$ cat src/rtl/tof_phase_pkg.sv
// tof_phase_pkg: phase constants, FSM encoding and the CORDIC atan table shared by the ToF phase blocks.
package tof_phase_pkg;

    localparam int  PHASE_STEPS = 400;
    localparam int  HALF_TURN   = 200;
    localparam int  PHASE_W     = 9;
    localparam real CORDIC_GAIN = 1.6467602581210656;

    typedef enum logic [1:0] {IDLE, ROTATE, ROUND, DONE} state_t;

    // atan(1/d) as a 2^-96 fixed-point Taylor sum; only used at elaboration
    function automatic logic [127:0] atan_recip(input logic [127:0] d);
        logic [127:0] p, s;
        s = '0;
        p = (128'd1 << 96) / d;
        for (int n = 0; n < 48; n++) begin
            s = n[0] ? s - p / 128'(2 * n + 1) : s + p / 128'(2 * n + 1);
            p = p / (d * d);
        end
        return s;
    endfunction

    // round(atan(2^-k) * 400/(2*pi) * 2^frac), using pi/4 from Machin's formula
    function automatic logic [31:0] atan_step(input int k, input int frac);
        logic [127:0] q;
        q = 4 * atan_recip(128'd5) - atan_recip(128'd239);
        return k == 0 ? 32'(50) << frac
                      : 32'(((128'(50) << frac) * atan_recip(128'd1 << k) + q / 2) / q);
    endfunction

endpackage

$ cat src/rtl/iq_to_phase.sv
// iq_to_phase: iterative vectoring CORDIC turning a signed I/Q pair into a
// 0..399 phase (1/400 turn) and an uncompensated magnitude.
module iq_to_phase
    import tof_phase_pkg::*;
#(
    parameter int W    = 48,
    parameter int ITER = 24,
    parameter int FRAC = 16
) (
    input  logic                clk,
    input  logic                rst_n,
    input  logic                in_valid,
    output logic                in_ready,
    input  logic signed [W-1:0] in_i,
    input  logic signed [W-1:0] in_q,
    output logic                out_valid,
    input  logic                out_ready,
    output logic [PHASE_W-1:0]  out_phase,
    output logic [W:0]          out_mag
);

    localparam int XW = W + 2;
    localparam int ZW = PHASE_W + FRAC + 2;
    localparam int PW = PHASE_W + 2;
    localparam int KW = $clog2(ITER + 1);

    state_t               state, state_nxt;
    logic signed [XW-1:0] x, y, ext_i, ext_q;
    logic signed [ZW-1:0] z;
    logic signed [PW-1:0] ph_raw;
    logic [PHASE_W-1:0]   ph_wrap;
    logic [KW-1:0]        k;
    logic                 zero;
    logic signed [ZW-1:0] atan_lut [ITER];

    for (genvar g = 0; g < ITER; g++) begin : g_atan
        localparam logic signed [ZW-1:0] A = ZW'(atan_step(g, FRAC));
        assign atan_lut[g] = A;
    end

    assign ext_i   = XW'(in_i);
    assign ext_q   = XW'(in_q);
    assign ph_raw  = PW'((z + (ZW'(1) <<< (FRAC - 1))) >>> FRAC);
    assign ph_wrap = PHASE_W'(ph_raw < 0 ? ph_raw + PW'(PHASE_STEPS)
                            : ph_raw >= PW'(PHASE_STEPS) ? ph_raw - PW'(PHASE_STEPS) : ph_raw);

    always_ff @(posedge clk or negedge rst_n)
        if (!rst_n) state <= IDLE;
        else        state <= state_nxt;

    always_comb begin
        state_nxt = state;
        unique case (state)
            IDLE:   if (in_valid) state_nxt = ROTATE;
            ROTATE: if (k == KW'(ITER - 1)) state_nxt = ROUND;
            ROUND:  state_nxt = DONE;
            DONE:   if (out_ready) state_nxt = IDLE;
        endcase
    end

    always_comb begin
        in_ready  = state == IDLE;
        out_valid = state == DONE;
    end

    // Left half-plane inputs are turned by 180 degrees first so the micro-rotations converge.
    // A zero vector has no angle; the flag forces phase 0 instead of the summed table.
    always_ff @(posedge clk or negedge rst_n) begin
        if (!rst_n) begin
            x         <= '0;
            y         <= '0;
            z         <= '0;
            k         <= '0;
            zero      <= 1'b0;
            out_phase <= '0;
            out_mag   <= '0;
        end else begin
            case (state)
                IDLE: if (in_valid) begin
                    x    <= in_i[W-1] ? -ext_i : ext_i;
                    y    <= in_i[W-1] ? -ext_q : ext_q;
                    z    <= in_i[W-1] ? ZW'(HALF_TURN) <<< FRAC : '0;
                    k    <= '0;
                    zero <= in_i == '0 && in_q == '0;
                end
                ROTATE: begin
                    x <= y[XW-1] ? x - (y >>> k) : x + (y >>> k);
                    y <= y[XW-1] ? y + (x >>> k) : y - (x >>> k);
                    z <= y[XW-1] ? z - atan_lut[k] : z + atan_lut[k];
                    k <= k + 1'b1;
                end
                ROUND: begin
                    out_phase <= zero ? '0 : ph_wrap;
                    out_mag   <= x[W:0];
                end
                default: ;
            endcase
        end
    end

endmodule
$ cat config.mk
export PLATFORM = sky130hd
export DESIGN_NAME = iq_to_phase
export DESIGN_NICKNAME = d
export VERILOG_FILES = /design/src/rtl/tof_phase_pkg.sv /design/src/rtl/iq_to_phase.sv
export SDC_FILE = /design/constraint.sdc
export NUM_CORES = 1
export LEC_CHECK = 0
export BUFFER_PORTS_ARGS = -buffer_cell sky130_fd_sc_hd__buf_2
export CAP_MARGIN = 20
export CORE_MARGIN = 2
export CORE_UTILIZATION = 46
export CTS_CLUSTER_DIAMETER = 40
export DETAILED_ROUTE_END_ITERATION = 12
export PLACE_DENSITY = 0.71
export RECOVER_POWER = 50
export SETUP_SLACK_MARGIN = 0.4
export SLEW_MARGIN = 40
export SYNTH_ARGS = -nofsm -noshare
export SYNTH_HDL_FRONTEND = slang
export SYNTH_SLANG_ARGS = --single-unit
$ cat constraint.sdc
create_clock -name clk -period 10.2 [get_ports clk]
set_clock_uncertainty 0.15 [all_clocks]
set_input_delay 0.51 -clock clk [delete_from_list [all_inputs] [get_ports clk]]
set_output_delay 0.51 -clock clk [all_outputs]
set_load 0.03 [all_outputs]
==> reports/results.ini <==
[finish]
final-instance-count-excl-fill = 4191
fill_cells = 5856
nets = 3654
postLayoutCellArea_sq_um = 29200
drive_gt1_share_pct = 12.6
final_util_pct = 49.5
synthToLayoutAreaGrowth_pct = 6.41

[yosys]
ys_ff_latch = 193
ys.warnings.count = 0
syn_area_sq_um = 27500
synth_area_leaders = dfrtp_1 18%, mux4_2 7.8%, ha_1 6.7%
netlist_top_cells_count = 320 x a21oi_1, 310 x nand2_1, 285 x nor2_1
syn_nets = 3663
yosysMostFrequentCell = a21oi_1
synth_top_cell_area_share_pct = 17.6
avgSynthCellArea_sq_um = 8.05
synthFlopType = dfrtp_1
synth_sequential_area_ratio_pct = 17.6
synthDistinctLibCells = 103
synth_top_area_cell = dfrtp_1
async_flop_share_pct = 100
syn_inst = 3412
synth_edf_count = 0

[status]
violations = max-capacitance violations, max-slew violations
status = finished with violations

[detailed_routing]
ant_nets = 0
vias = 27700
dr.pass1.iters = 6
wl_per_cell_um = 24.6
wirelength_um = 103000
remaining_drc_errors = 0
drt_iter0_markers = 2999
vias_per_cell = 6.62

[critical_path]
required_ns = 10.45
startpoint_type = flip-flop
crit_fanout = 51
endpoint_kind = flip-flop
rrSetupSlack_ns = 2.09
critPathKind = flip-flop to flip-flop
critical_path_arrival_ns = 8.36

[clock_network]
cts_tree = done
cts.htree.levels = 4
clock_latency_ns = 0.52
cts.clk_slew.worst_paths_ns = 0.07
cts_resized = 0
clock_path_buffers = 2
cts_sinks = 193
cts_root_buf = clkbuf_16
cts_buffers = 17

[sta]
post-route-min-period_ns = 8.11
hold_viol = 0
max-slew-margin-rel_pct = -230
worstMarginPinSlew_ns = 4.95
fin_crit_sh_pct = 79.5
tns_ns = 0
report.final.setup_viol = 0
clock.fmax_mhz = 123
rsz0062_at_grt = no
slew_viol_final = 198

[floorplan]
die_w_um = 248
initial_core_util_pct = 46.6
die_y_um = 248
core_area_sq_um = 59000
io_pins = 160
row_count = 89
die-area_sq_um = 61700

[global_routing]
grt_pass1_vias = 26000
grt_overflow = 0
grt_pass1_wl_um = 158000
grt_max_degree = 103
antenna_found_initial = 6
grt_usage_pct = 32.5

[placed_design]
io_buffers = 159
postPlaceCellArea_sq_um = 28600
hpwl_um = 78400
place_inst = 4153
place.gp.congestion = 1.07

[job]
maxCapViolCount = 3

[hold_path]
hp-class = input pin to flip-flop

[cells by family (layout without fill, tap and decap cells)]
logic type,Yosys count,in the layout,share of synthesized area (%)
compound gates,1097,1097,25.6
simple gates,1011,1011,17.4
mux,357,357,17.9
xor+xnor,303,303,9.66
buf+inv,299,303,4.81
flops,193,193,17.6
fa+ha+maj,152,152,6.99
other cells,0,2,0
[per-stage QoR]
stage	setup slack [ns]	hold WS, ns
floorplan	3.79	0.0644
global placement	2.16	0.311
detailed placement	2.09	0.320
CTS	2.04	0.142
global route	0.793	0.192
finish	2.09	0.170
[final cells by class]
class / count / area [sq um] / area share [%]
multi-input combinational: 2920 / 21400 / 73.1
sequential: 193 / 4850 / 16.6
timing repair buffer: 197 / 1080 / 3.69
tap: 773 / 967 / 3.31
clock buffer: 18 / 439 / 1.50
inverter: 74 / 278 / 0.950
clock inverter: 14 / 250 / 0.856
antenna: 2 / 5.00 / 0.0171
[registers in the layout, summed over array words and instances, names as in the netlist]
signal / count
x: 50
y: 50
out_mag: 49
z: 27
out_phase: 9
k: 5
state: 2
zero: 1
[final timing paths]
check,startpoint,end,depth (start not counted)
max,k[0],x[49],25
min,in_q[47],zero,4
min in group asynchronous,rst_n,out_phase[6],2
min reg2reg,z[0],z[0],2
max reg2reg,k[0],x[49],25
max in group asynchronous,rst_n,x[16],3
[routing by layer]
layer | GRT usage (%) | up-vias | part of all wire (%)
met2 | 49.6 | 1397 | 44
li1 | - | 12700 | -
met1 | 42.7 | 13300 | 41
met4 | 16.4 | 0 | 5.3
met5 | 0 | - | 0
met3 | 8.09 | 277 | 10
[worst max-delay path: stages, from the launching register on]
cell and delay [ns]:
dfrtp_4 0.73, inv_2 0.68, buf_4 0.58, mux2_2 0.42
o22ai_1 0.15, nor2_1 0.12, inv_1 0.08, ha_1 0.21
inv_1 0.06, nor4_1 0.66, nand3_1 0.22, nor2_1 0.43
nand4b_1 0.20, a221o_1 0.34, ha_1 0.36, a21oi_1 0.16
nor2b_1 0.06, o21ai_0 0.16, nand2b_1 0.10, a21o_1 0.19
a21o_1 0.18, a2111oi_0 0.58, nor3_1 0.16, or4_1 0.51
nand3_1 0.09, or3b_1 0.33
[placed cells by master (no fill, tap or decap), types with 71 or more instances in the layout]
cell type  netlist  routed
a21oi_1        320     320
nand2_1        310     310
nor2_1         285     283
o21ai_0        241     240
dfrtp_1        193     187
xnor2_1        152     152
xor2_1         151     151
mux2i_1        147     147
ha_1           148     147
mux2_2         104     104
buf_2           42      98
a21o_1          95      95
mux4_2          95      95
nand3_1         71      71
[repair_timing]
action,CTS,global route
buffers inserted,0,0
hold endpoints to repair,77,0
hold buffers,1,0
Power is left out: the tool's default activity adds up to more than one toggle a clock period on the data nets, which glitch-free logic cannot reach.
